$ cat src/rtl/noc_pkg.sv
// Shared router-port definitions: port directions, XY decision indices, buffer FSM
// states, and the per-direction route mapping and legality helpers.
package noc_pkg;

    localparam int DIR_SOUTH = 0;
    localparam int DIR_WEST  = 1;
    localparam int DIR_NORTH = 2;
    localparam int DIR_EAST  = 3;
    localparam int DIR_LOCAL = 4;

    // Bit positions inside the 5-bit XY decision vector.
    localparam int D_XGT = 0;
    localparam int D_XLT = 1;
    localparam int D_YGT = 2;
    localparam int D_YLT = 3;
    localparam int D_LOC = 4;

    typedef enum logic [1:0] {
        IDLE,
        REQ,
        FWD,
        DROP
    } state_e;

    // Narrow ports (west/east) use only the low two bits of the result.
    function automatic logic [3:0] route_map(input int dir, input logic [4:0] d);
        logic [3:0] m;
        m = '0;
        case (dir)
            DIR_SOUTH: m = {d[D_LOC], d[D_YGT], d[D_XLT], d[D_YLT]};
            DIR_WEST:  m = {2'b00, d[D_LOC], d[D_YGT]};
            DIR_NORTH: m = {d[D_LOC], d[D_YGT], d[D_YLT], d[D_XGT]};
            DIR_EAST:  m = {2'b00, d[D_LOC], d[D_YLT]};
            default:   m = {d[D_YGT], d[D_XLT], d[D_YLT], d[D_XGT]};
        endcase
        return m;
    endfunction

    function automatic logic route_illegal(input int dir, input logic [4:0] d);
        logic bad;
        bad = 1'b0;
        case (dir)
            DIR_SOUTH: bad = d[D_XGT];
            DIR_WEST:  bad = d[D_XGT] | d[D_XLT] | d[D_YLT];
            DIR_NORTH: bad = d[D_XLT];
            DIR_EAST:  bad = d[D_XGT] | d[D_XLT] | d[D_YGT];
            default:   bad = d[D_LOC];
        endcase
        return bad;
    endfunction

endpackage

$ cat src/rtl/sync_fifo.sv
// Circular-buffer FIFO of PD entries (any PD >= 2) with registered occupancy count.
// No fall-through: a word written at one edge is readable from the next cycle.
module sync_fifo #(
    parameter int W  = 17,
    parameter int PD = 4
) (
    input  logic         clk,
    input  logic         rst_n,
    input  logic         push,
    input  logic [W-1:0] wdata,
    input  logic         pop,
    output logic [W-1:0] rdata,
    output logic         full,
    output logic         empty
);

    localparam int PW = (PD > 1) ? $clog2(PD) : 1;
    localparam int CW = $clog2(PD + 1);

    logic [W-1:0]  mem_q [PD];
    logic [PW-1:0] wr_ptr_q, wr_ptr_d;
    logic [PW-1:0] rd_ptr_q, rd_ptr_d;
    logic [CW-1:0] count_q,  count_d;
    logic          do_push, do_pop;

    assign full    = (count_q == CW'(PD));
    assign empty   = (count_q == '0);
    assign do_push = push & ~full;
    assign do_pop  = pop & ~empty;
    assign rdata   = mem_q[rd_ptr_q];

    function automatic logic [PW-1:0] ptr_inc(input logic [PW-1:0] p);
        return (p == PW'(PD - 1)) ? '0 : p + 1'b1;
    endfunction

    // NOTE: every signal assigned in always_comb gets a default first, so no path leaves it unassigned and no latch is inferred.
    always_comb begin
        wr_ptr_d = wr_ptr_q;
        rd_ptr_d = rd_ptr_q;
        count_d  = count_q;
        if (do_push) wr_ptr_d = ptr_inc(wr_ptr_q);
        if (do_pop)  rd_ptr_d = ptr_inc(rd_ptr_q);
        case ({do_push, do_pop})
            2'b10:   count_d = count_q + 1'b1;
            2'b01:   count_d = count_q - 1'b1;
            default: count_d = count_q;
        endcase
    end

    // NOTE: sequential state is updated with non-blocking assignments so all registers see pre-edge values.
    always_ff @(posedge clk) begin
        if (!rst_n) begin
            wr_ptr_q <= '0;
            rd_ptr_q <= '0;
            count_q  <= '0;
        end else begin
            wr_ptr_q <= wr_ptr_d;
            rd_ptr_q <= rd_ptr_d;
            count_q  <= count_d;
        end
    end

    // NOTE: storage is not reset; the zeroed count already marks every entry invalid.
    always_ff @(posedge clk) begin
        if (do_push) mem_q[wr_ptr_q] <= wdata;
    end

endmodule

$ cat src/rtl/sync_inp_buf.sv
// Router input port buffer: FIFO plus registered XY route decision. Legal frames
// are requested and forwarded until the tail; illegal frames are drained and dropped.
module sync_inp_buf
    import noc_pkg::*;
#(
    parameter int DIR = 0,
    parameter int DW  = 16,
    parameter int PD  = 4,
    parameter int AW  = 4,
    parameter int RN  = 4
) (
    input  logic          clk,
    input  logic          rst_n,
    input  logic          in_vld,
    input  logic [DW-1:0] in_data,
    input  logic          in_eof,
    output logic          in_rdy,
    output logic          out_vld,
    output logic [DW-1:0] out_data,
    output logic          out_eof,
    input  logic          out_rdy,
    input  logic [AW-1:0] addrx,
    input  logic [AW-1:0] addry,
    output logic [RN-1:0] deco,
    input  logic          gnt,
    output logic          rt_err
);

    logic [DW:0]   fifo_rdata;
    logic          fifo_push, fifo_pop, fifo_full, fifo_empty;
    logic [AW-1:0] head_x, head_y;
    logic          head_eof;
    logic [4:0]    dec;
    logic [4:0]    route_q, route_d;
    logic [3:0]    deco_full;
    state_e        state_q, state_d;

    // in_rdy is held low while reset is asserted, not only after the reset edge.
    assign in_rdy    = rst_n & ~fifo_full;
    assign fifo_push = in_vld & in_rdy;

    sync_fifo #(
        .W  (DW + 1),
        .PD (PD)
    ) u_fifo (
        .clk   (clk),
        .rst_n (rst_n),
        .push  (fifo_push),
        .wdata ({in_eof, in_data}),
        .pop   (fifo_pop),
        .rdata (fifo_rdata),
        .full  (fifo_full),
        .empty (fifo_empty)
    );

    assign head_x   = fifo_rdata[AW-1:0];
    assign head_y   = fifo_rdata[2*AW-1:AW];
    assign head_eof = fifo_rdata[DW];
    assign out_data = fifo_rdata[DW-1:0];
    assign out_eof  = head_eof;

    always_comb begin
        dec        = '0;
        dec[D_XGT] = (head_x > addrx);
        dec[D_XLT] = (head_x < addrx);
        dec[D_YGT] = (head_x == addrx) && (head_y > addry);
        dec[D_YLT] = (head_x == addrx) && (head_y < addry);
        dec[D_LOC] = (head_x == addrx) && (head_y == addry);
    end

    always_ff @(posedge clk) begin
        if (!rst_n) begin
            state_q <= IDLE;
            route_q <= '0;
        end else begin
            state_q <= state_d;
            route_q <= route_d;
        end
    end

    always_comb begin
        state_d   = state_q;
        route_d   = route_q;
        fifo_pop  = 1'b0;
        out_vld   = 1'b0;
        deco_full = '0;
        rt_err    = 1'b0;
        case (state_q)
            IDLE: begin
                if (!fifo_empty) begin
                    route_d = dec;
                    state_d = route_illegal(DIR, dec) ? DROP : REQ;
                end
            end
            REQ: begin
                deco_full = route_map(DIR, route_q);
                if (gnt) state_d = FWD;
            end
            FWD: begin
                deco_full = route_map(DIR, route_q);
                out_vld   = ~fifo_empty & gnt;
                fifo_pop  = out_vld & out_rdy;
                if (fifo_pop && head_eof) state_d = IDLE;
            end
            DROP: begin
                rt_err   = 1'b1;
                fifo_pop = ~fifo_empty;
                if (fifo_pop && head_eof) state_d = IDLE;
            end
            default: state_d = IDLE;
        endcase
    end

    assign deco = deco_full[RN-1:0];

endmodule

$ cat config.mk
export PLATFORM = sky130hd
export DESIGN_NAME = sync_inp_buf
export DESIGN_NICKNAME = d
export VERILOG_FILES = /design/src/rtl/noc_pkg.sv /design/src/rtl/sync_fifo.sv /design/src/rtl/sync_inp_buf.sv
export SDC_FILE = /design/constraint.sdc
export NUM_CORES = 1
export LEC_CHECK = 0
export CAP_MARGIN = 25
export CELL_PAD_IN_SITES_DETAIL_PLACEMENT = 1
export CELL_PAD_IN_SITES_GLOBAL_PLACEMENT = 2
export CORE_ASPECT_RATIO = 0.75
export CORE_UTILIZATION = 35
export DETAILED_ROUTE_END_ITERATION = 16
export PLACE_DENSITY_LB_ADDON = 0.1
export SETUP_SLACK_MARGIN = 0.02
export SLEW_MARGIN = 25
export SYNTH_ARGS = -nofsm -noshare
export SYNTH_HDL_FRONTEND = slang
export SYNTH_SLANG_ARGS = --single-unit
$ cat constraint.sdc
create_clock -name clk -period 2.4 [get_ports clk]
set_input_delay 0.48 -clock clk [delete_from_list [all_inputs] [get_ports clk]]
set_output_delay 0.48 -clock clk [all_outputs]
set_load 0.005 [all_outputs]
==> reports/results.md <==
| Parameter | Reported |
|---|---|
| Number of buffers created by CTS | 9 |
| Final GP Congestion | 0.729 |
| Worst vdd ir | 0.507 mV |
| Total congestion overflow | 0 |
| Clock-pin slew reported for the worst setup and hold paths after clock tree synthesis | 0.06 ns |
| TritonCTS clock tree | built |
| Cell type with the highest occurrence count on the critical path | buf_6 |
| Layout fillers | 968 |
| Critical path launch point type | register |
| Slowest-stage cell, CP | mux4_2 |
| Delay of the slowest critical-path stage | 0.49 ns |
| Number of DRC violations after detailed routing | 0 |
| Synthesized area | 3520 um^2 |
| Final count of hold timing violations | 0 |
| Number of synthesis warnings | 0 |
| Worst hold path type | reg -> reg |
| Max-Cap Viols | 0 |
| Endpoint type of the worst setup path | output pin |
| Clock tree root buffer cell | clkbuf_16 |
| Sequential cell area fraction in the yosys report | 66.5% |
| Most common cell after layout, fill and taps aside | edfxtp_1 |
| Commonest cells after routing, fill and taps aside | edfxtp_1, clkdlybuf4s50_1, buf_4 |
| Detailed-routing iteration count for the pre-antenna-repair pass | 4 |
| Arrival time of data at the critical path endpoint | 1.83 ns |
| Final cell count without fillers | 437 |
| Number of top-level design ports | 54 |
| CTS H-tree depth | 3 |
| Global-route wire length before repair | 12000 um |
| Count of standard-cell rows | 31 |
| Number of antenna violations at the first check in global routing | 0 |
| All-layer global routing usage | 15.7% |
| Fraction of synthesis flops using an asynchronous set or reset pin | 0% |
| Syn-to-layout area delta | 37.7% |
| Largest clock skew in the final design | 0.00334 ns |
| Fraction of final layout cells with drive strength greater than 1 | 24.9% |
| Pin count of the biggest net entering global routing | 18 |
| Non-Filler Cell Area, Final | 4850 um^2 |
| Final worst path period share | 96.3% |
| Initial DRC count | 103 |
| Worst-Margin Slew | 0.353 ns |
| Minimum setup slack in the final design | 0.0895 ns |
| Horizontal die dimension | 118 um |
| Post-placement setup slack | -0.337 ns |
| Number of placed cells counting well taps | 414 |
| Type of the worst setup path | reg -> out |
| Vias in the first global route | 2176 |
| Nets | 351 |
| Count of mapped cells out of synthesis | 212 |
| Vias per Instance | 4.72 |
| Nets in the synthesized netlist | 262 |
| Latest clock arrival within the worst-skew pair | 0.33 ns |
| Achievable Freq | 0.433 GHz |
| Aggregate routed wire length | 7450 um |
| Sinks on Clock Net | 83 |
| Worst-path maximum fanout | 5 |
| RSZ-0062 raised after global routing | yes |
| Count of final max-slew check failures | 0 |
| Antenna diodes | 0 |
| Effective utilization at floorplan | 36.3% |
| Overall via count from detail_route | 2064 |
| Die area | 10500 um^2 |
| Count of port buffers added during placement | 53 |
| Synth Register Bits | 83 |
| Pleak | 1.77 nW |
| CTS max path bufs | 2 |
| Final min period | 2.31 ns |
| Placed standard-cell area | 4410 um^2 |
| Standard cell core area | 9700 um^2 |
| Run status | complete, no violations |
| HPWL after detailed placement | 5120 um |
| Post-synth top flop | edfxtp_1 |
| Post-detailed-route count of antenna-violating nets | 0 |
| Ratio of total power to cell area | 729 nW/um^2 |
| EDFF count, synth | 68 |
| Final setup violation count | 0 |
| Rel. slew slack | 76.5% |
| Wire length per cell | 17.1 um |
| Mean post-synth cell area | 16.6 um^2 |
| Data required time of the worst path | 1.92 ns |
| WHS | 0.455 ns |
| Count of cell types in the netlist | 35 |
| Crit path cell chain | buf_6 -> buf_8 -> buf_6 -> mux4_2 -> dlygate4sd2_1 |
| Floorplan die height | 88.9 um |
[per-stage QoR]
| step | utilization (%) | setup TNS [ns] | total power [mW] |
|---|---|---|---|
| 2_1_floorplan | - | 0 | 1.96 |
| 4_1_cts | 48.8 | 0 | 3.54 |
| 6_report | 50.0 | 0 | 3.53 |
| 3_5_place_dp | 45.5 | -0.554 | 2.20 |
| 5_1_grt | 50.0 | -0.000964 | 3.70 |
| 3_3_place_gp | 45.5 | -0.446 | 2.20 |
[report_power, final]
group	switching (mW)	internal (mW)
combinational	0.263	0.298
sequential	0.0304	1.62
clock	0.523	0.796
total	0.816	2.72
[kinds of logic after synthesis]
family	Yosys count	synth area share, %
buffers and inverters	24	2.84
adder cells (fa/ha/maj)	20	7.32
AO/OA/AOI/OAI	25	5.19
AND/OR/NAND/NOR	40	5.90
flip-flops	83	66.5
XOR/XNOR	2	0.498
multiplexers	18	11.7
[repair_timing]
action	4_1_cts	5_1_grt
setup buffers	3	5
endpoints found under the setup margin	20	15
gates resized for setup	28	16
gates cloned	0	0
hold buffers	0	0
pin swaps	0	4
[routing by layer]
layer  wire (um)  track usage [%]
met5           0                0
met4          68             4.20
met3         361             6.12
met2        3320             24.4
met1        3710             20.7
[worst paths after layout]
check	start	end	slack (ns)	cells after the start
setup reg to reg	register	route_q[3]	0.09	7
setup / recovery	register	out_data[9]	0.09	5
hold / removal	route_q[1]	route_q[1]	0.45	2
hold reg to reg	route_q[1]	route_q[1]	0.45	2
[Yosys cell counts, types with 4 or more instances]
library cell | n | area, um^2
and3_1 | 5 | 31.3
a21oi_1 | 8 | 40.0
edfxtp_1 | 68 | 2040
dfxtp_1 | 15 | 300
mux4_2 | 12 | 270
nand3_1 | 4 | 20.0
o21ai_0 | 6 | 30.0
nor2_1 | 6 | 22.5
inv_1 | 19 | 71.3
and2_1 | 4 | 25.0
nand2_1 | 9 | 33.8
ha_1 | 19 | 238
mux4_1 | 5 | 131
[state kept, by name, summed over array words and instances, names as in the netlist, named ones only]
signal	cells
state_q	2
u_fifo.rd_ptr_q	2
u_fifo.count_q	3
u_fifo.wr_ptr_q	2
route_q	4
u_fifo.mem_q	68
[final cells by class]
class,instances,area (um^2),share of cell area (%)
Timing Repair Buffer,83,845,17.4
Tap cell,132,165,3.41
Inverter,19,71.3,1.47
Clock buffer,10,229,4.72
Clock inverter,5,55.1,1.14
Multi-Input combinational cell,105,1140,23.4
Sequential cell,83,2350,48.4
[worst max-delay path: cells and delay by family (launching register included)]
kind     cells  cell delay [ns]
flops        1             0.38
mux          1             0.49
buf+inv      4             0.63
No activity file was read; power rests on OpenSTA's default activity.
